**src/rtl/freq_meter.sv**
```systemverilog
// freq_meter: gated edge counter. Counts rising edges of a slow asynchronous
// input over fixed windows of GATE_CYCLES clk cycles and reports each count
// with a one-cycle valid strobe plus a range/overflow verdict.
module freq_meter #(
  parameter int unsigned      GATE_CYCLES = 16000000,
  parameter int unsigned      CNT_W       = 32,
  parameter logic [CNT_W-1:0] LOW_LIMIT   = '0,
  parameter logic [CNT_W-1:0] HIGH_LIMIT  = '1
) (
  input  logic             clk,
  input  logic             rst_n,
  input  logic             enable,
  input  logic             sig_in,
  output logic [CNT_W-1:0] count_out,
  output logic             count_valid,
  output logic             in_range,
  output logic             overflow,
  output logic             busy
);

  localparam int unsigned      GATE_W    = $clog2(GATE_CYCLES);
  localparam logic [GATE_W-1:0] GATE_LAST = GATE_W'(GATE_CYCLES - 1);
  localparam logic [CNT_W-1:0]  CNT_MAX   = '1;

  typedef enum logic {IDLE, MEASURE} state_t;

  state_t             state;
  logic [GATE_W-1:0]  gate_cnt;
  logic [CNT_W-1:0]   edge_cnt;
  logic               ovf;

  logic               sync_meta;
  logic               sync_sig;
  logic               sync_prev;
  logic               rise;

  logic               at_max;
  logic [CNT_W-1:0]   edge_next;
  logic               ovf_next;
  logic               low_ok;
  logic               high_ok;
  logic               window_ok;

  // Two-flop synchroniser plus a history flop; runs in every state so a level
  // that is already high when measuring starts never looks like an edge.
  always_ff @(posedge clk or negedge rst_n) begin
    if (!rst_n) begin
      sync_meta <= 1'b0;
      sync_sig  <= 1'b0;
      sync_prev <= 1'b0;
    end else begin
      sync_meta <= sig_in;
      sync_sig  <= sync_meta;
      sync_prev <= sync_sig;
    end
  end

  assign rise = sync_sig & ~sync_prev;

  // Saturating next edge count, including any rise seen this cycle.
  always_comb begin
    at_max    = (edge_cnt == CNT_MAX);
    edge_next = edge_cnt;
    if (rise && !at_max) begin
      edge_next = edge_cnt + CNT_W'(1);
    end
    ovf_next  = ovf | (rise & at_max);
  end

  // Limit checks collapse to constants when a limit spans the whole range.
  if (LOW_LIMIT == '0) begin : g_low_any
    assign low_ok = 1'b1;
  end else begin : g_low_cmp
    assign low_ok = (edge_next >= LOW_LIMIT);
  end

  if (HIGH_LIMIT == CNT_MAX) begin : g_high_any
    assign high_ok = 1'b1;
  end else begin : g_high_cmp
    assign high_ok = (edge_next <= HIGH_LIMIT);
  end

  assign window_ok = !ovf_next && low_ok && high_ok;

  // Measurement FSM: back-to-back windows while enabled, result latched on the
  // final gate cycle, abort to IDLE without touching the results.
  always_ff @(posedge clk or negedge rst_n) begin
    if (!rst_n) begin
      state       <= IDLE;
      gate_cnt    <= '0;
      edge_cnt    <= '0;
      ovf         <= 1'b0;
      count_out   <= '0;
      count_valid <= 1'b0;
      in_range    <= 1'b0;
      overflow    <= 1'b0;
      busy        <= 1'b0;
    end else begin
      count_valid <= 1'b0;
      case (state)
        IDLE: begin
          gate_cnt <= '0;
          edge_cnt <= '0;
          ovf      <= 1'b0;
          if (enable) begin
            state <= MEASURE;
            busy  <= 1'b1;
          end
        end
        MEASURE: begin
          if (!enable) begin
            state    <= IDLE;
            busy     <= 1'b0;
            gate_cnt <= '0;
            edge_cnt <= '0;
            ovf      <= 1'b0;
          end else if (gate_cnt == GATE_LAST) begin
            count_out   <= edge_next;
            overflow    <= ovf_next;
            in_range    <= window_ok;
            count_valid <= 1'b1;
            gate_cnt    <= '0;
            edge_cnt    <= '0;
            ovf         <= 1'b0;
          end else begin
            gate_cnt <= gate_cnt + GATE_W'(1);
            edge_cnt <= edge_next;
            ovf      <= ovf_next;
          end
        end
        default: begin
          state <= IDLE;
          busy  <= 1'b0;
        end
      endcase
    end
  end

endmodule

```
**config.mk**
```make
export PLATFORM = sky130hd
export DESIGN_NAME = freq_meter
export DESIGN_NICKNAME = d
export VERILOG_FILES = /design/src/rtl/freq_meter.sv
export SDC_FILE = /design/constraint.sdc
export NUM_CORES = 1
export LEC_CHECK = 0
export ABC_AREA = 1
export CELL_PAD_IN_SITES_DETAIL_PLACEMENT = 0
export CELL_PAD_IN_SITES_GLOBAL_PLACEMENT = 1
export CORE_ASPECT_RATIO = 0.75
export CORE_MARGIN = 2
export CORE_UTILIZATION = 28
export CTS_BUF_LIST = sky130_fd_sc_hd__clkbuf_16
export CTS_CLUSTER_DIAMETER = 120
export DETAILED_ROUTE_END_ITERATION = 10
export PLACE_DENSITY = 0.62
export SYNTH_ARGS = -nofsm -noshare
export SYNTH_HDL_FRONTEND = slang
export SYNTH_SLANG_ARGS = --single-unit
```
**constraint.sdc**
```tcl
create_clock -name clk -period 5.55 [get_ports clk]
set_clock_uncertainty 0.2 [all_clocks]
set_input_delay 1.11 -clock clk [delete_from_list [all_inputs] [get_ports clk]]
set_output_delay 1.11 -clock clk [all_outputs]
set_load 0.05 [all_outputs]
```
==> flow_summary.ini <==
[layout]
layout.nets = 735
area_delta_synth_final_pct = 16.0
final_util = 0.330
fillers = 1920
diodes = 0
final_cells = 980
drive_gt1_frac = 0.0668
reg_top3 = count_out: 32 flops, edge_cnt: 32 flops, gate_cnt: 24 flops

[global_routing]
grt_pass1_vias = 4292
grt-ovfl-total = 0
grt_pass1_wl_um = 22600
grt_max_degree = 63
grt_usage = 0.146
antenna_found_initial = 0

[place]
routabilityCongestion = 0.805
dp_slack_ns = 2.59
place_inst = 964
port_buffers = 39
dpl.hpwl_um = 9470

[critical_path]
cp.required_ns = 4.24
crit_family = buffers and inverters
crit_path_end_kind = output pin
cpPeakStageDelay_ns = 0.82
critPathKind = reg -> out
crit_arrival_ns = 1.56
cp_num_buf_inv = 1
crit_slowest_cell = clkdlybuf4s50_1
crit_fanout = 2
cp_cell_sequence = clkdlybuf4s50_1
start_kind = flip-flop

[yosys]
synth.area.top_cells = dfrtp_1, nand2_1, nor2_1
yosysWarnings = 0
yosys.area.top_type = dfrtp_1
syn_area_sq_um = 5210
yosysUniqueCellTypes = 34
synth_compound_area_frac = 0.0310
synth.top_cell.area_share = 0.466
synth_fa_ha_area_frac = 0.00720
synth_top_family_by_area = simple AND/OR/NAND/NOR gates
synth_xor_area_frac = 0.0134
synth_nets = 698
muxShareOfSynthArea = 0
synthCells = 691
synth_simple_gate_area_frac = 0.400
ys_ff_latch = 97
ys_seq_area_frac = 0.466
synth.avg_cell_area_sq_um = 7.54

[route]
first_pass_iters = 4
wl_um = 13400
drc = 0
vias_per_cell = 4.54
drt_iter0_drc = 281
avgRoutedWirePerCell_um = 13.7
vias = 4454
drtAntennaViolNets = 0

[timing]
worst_slack_ns = 2.68
fmax_ghz = 0.348
rsz0062_at_grt = false
period_share = 0.518
tightest_slew_ns = 0.820
setup-violations-final = 0
fin_crit_ns = 2.87
maxSlewHeadroom = 0.453
drv_slew = 0
hold_violations = 0
setup-tns-final_ns = 0

[clock_tree]
cts_root_buffer = clkbuf_16
cts_resized = 0
ctsHoldBuffers = 0
cts_buffer_depth = 2
clk_latency_ns = 0.36
clk_pin_slew_ns = 0.06
h-tree-depth = 3
numClockSinks = 97
cts_buffers = 9
cts_setup_buffers = 0
cts_tree = built

[pwr]
p_per_area_nw_per_um2 = 220
leakagePower_nw = 2.75
power_mw = 1.33
vdd_ir_drop_max_uv = 124

[floorplan]
coreArea_sq_um = 18300
die-height_um = 122
ios = 40
die_area_sq_um = 19700
die_w_um = 162
floorplan.initialDensity = 0.284
num_rows = 43

[worst_hold_path]
min_path_type = reg -> reg

[job]
drv_cap = 0

[run_status]
status = finished, final reports clean
[final timing paths]
path / startpoint / to / slack [ns] / cells past startpoint
setup / recovery: count_out[10] / count_out[10] / 2.68 / 1
hold / removal: sync_meta / sync_sig / 0.15 / 0
setup reg to reg: gate_cnt[0] / ovf / 3.25 / 8
hold reg to reg: sync_meta / sync_sig / 0.15 / 0
max in group asynchronous: rst_n / edge_cnt[0] / 3.52 / 2
min in group asynchronous: rst_n / count_out[3] / 0.65 / 1
[cell usage after synthesis (all sizes together)]
cell / instances
a21o: 7
a21oi: 10
a31oi: 1
and2: 1
buf: 15
clkbuf: 1
dfrtp: 97
ha: 3
inv: 74
nand2: 223
nand3: 71
nand3b: 3
nand4: 23
nor2: 115
nor2b: 2
nor3: 23
nor3b: 3
nor4: 1
o211ai: 1
o21ai: 9
xnor2: 3
xor2: 5
[logic make-up after synthesis]
logic type | after synthesis
XOR/XNOR | 8
AO/OA/AOI/OAI | 28
AND/OR/NAND/NOR | 465
adder cells (fa/ha/maj) | 3
flip-flops | 97
buffers and inverters | 90
[final cells by class]
| type | count | area (sq um) | share of cell area |
|---|---|---|---|
| clock buffer | 9 | 225 | 0.0372 |
| clock inverter | 7 | 38.8 | 0.00641 |
| inverter | 74 | 278 | 0.0459 |
| multi-input combinational | 504 | 2360 | 0.390 |
| sequential | 97 | 2430 | 0.401 |
| tap | 247 | 309 | 0.0511 |
| timing repair buffer | 42 | 410 | 0.0679 |
[through the flow]
stage               area, sq um  hold slack [ns]
CTS                        6050            0.150
global route               6050            0.170
detailed placement         5780            0.135
global placement           5780            0.135
finish                     6050            0.152
floorplan                  5210            0.131
[metal layers]
metal	up-vias	wire, um	global-route usage
li1	2266	-	-
met1	2127	7270	0.220
met2	49	5530	0.208
met3	12	468	0.0327
met4	0	159	0.0441
met5	-	0	0
[power breakdown]
part           switching, mW  internal [mW]  leakage, nW  total [mW]
logic                 0.0330        0.00752         1.28      0.0406
registers            0.00234          0.710         1.34       0.713
clock network          0.279          0.299        0.134       0.578
[cell usage in the layout, fill, tap and decap left out, types with 10 or more instances in the layout]
master / synthesis / routed
nand3_1: 67 / 67
a21oi_1: 10 / 10
dfrtp_1: 97 / 97
nand2_1: 215 / 215
nand4_1: 22 / 22
clkdlybuf4s50_1: 0 / 38
nor2_1: 103 / 102
nor3_1: 21 / 21
inv_1: 72 / 73
Power figures use the tool's default switching activity.
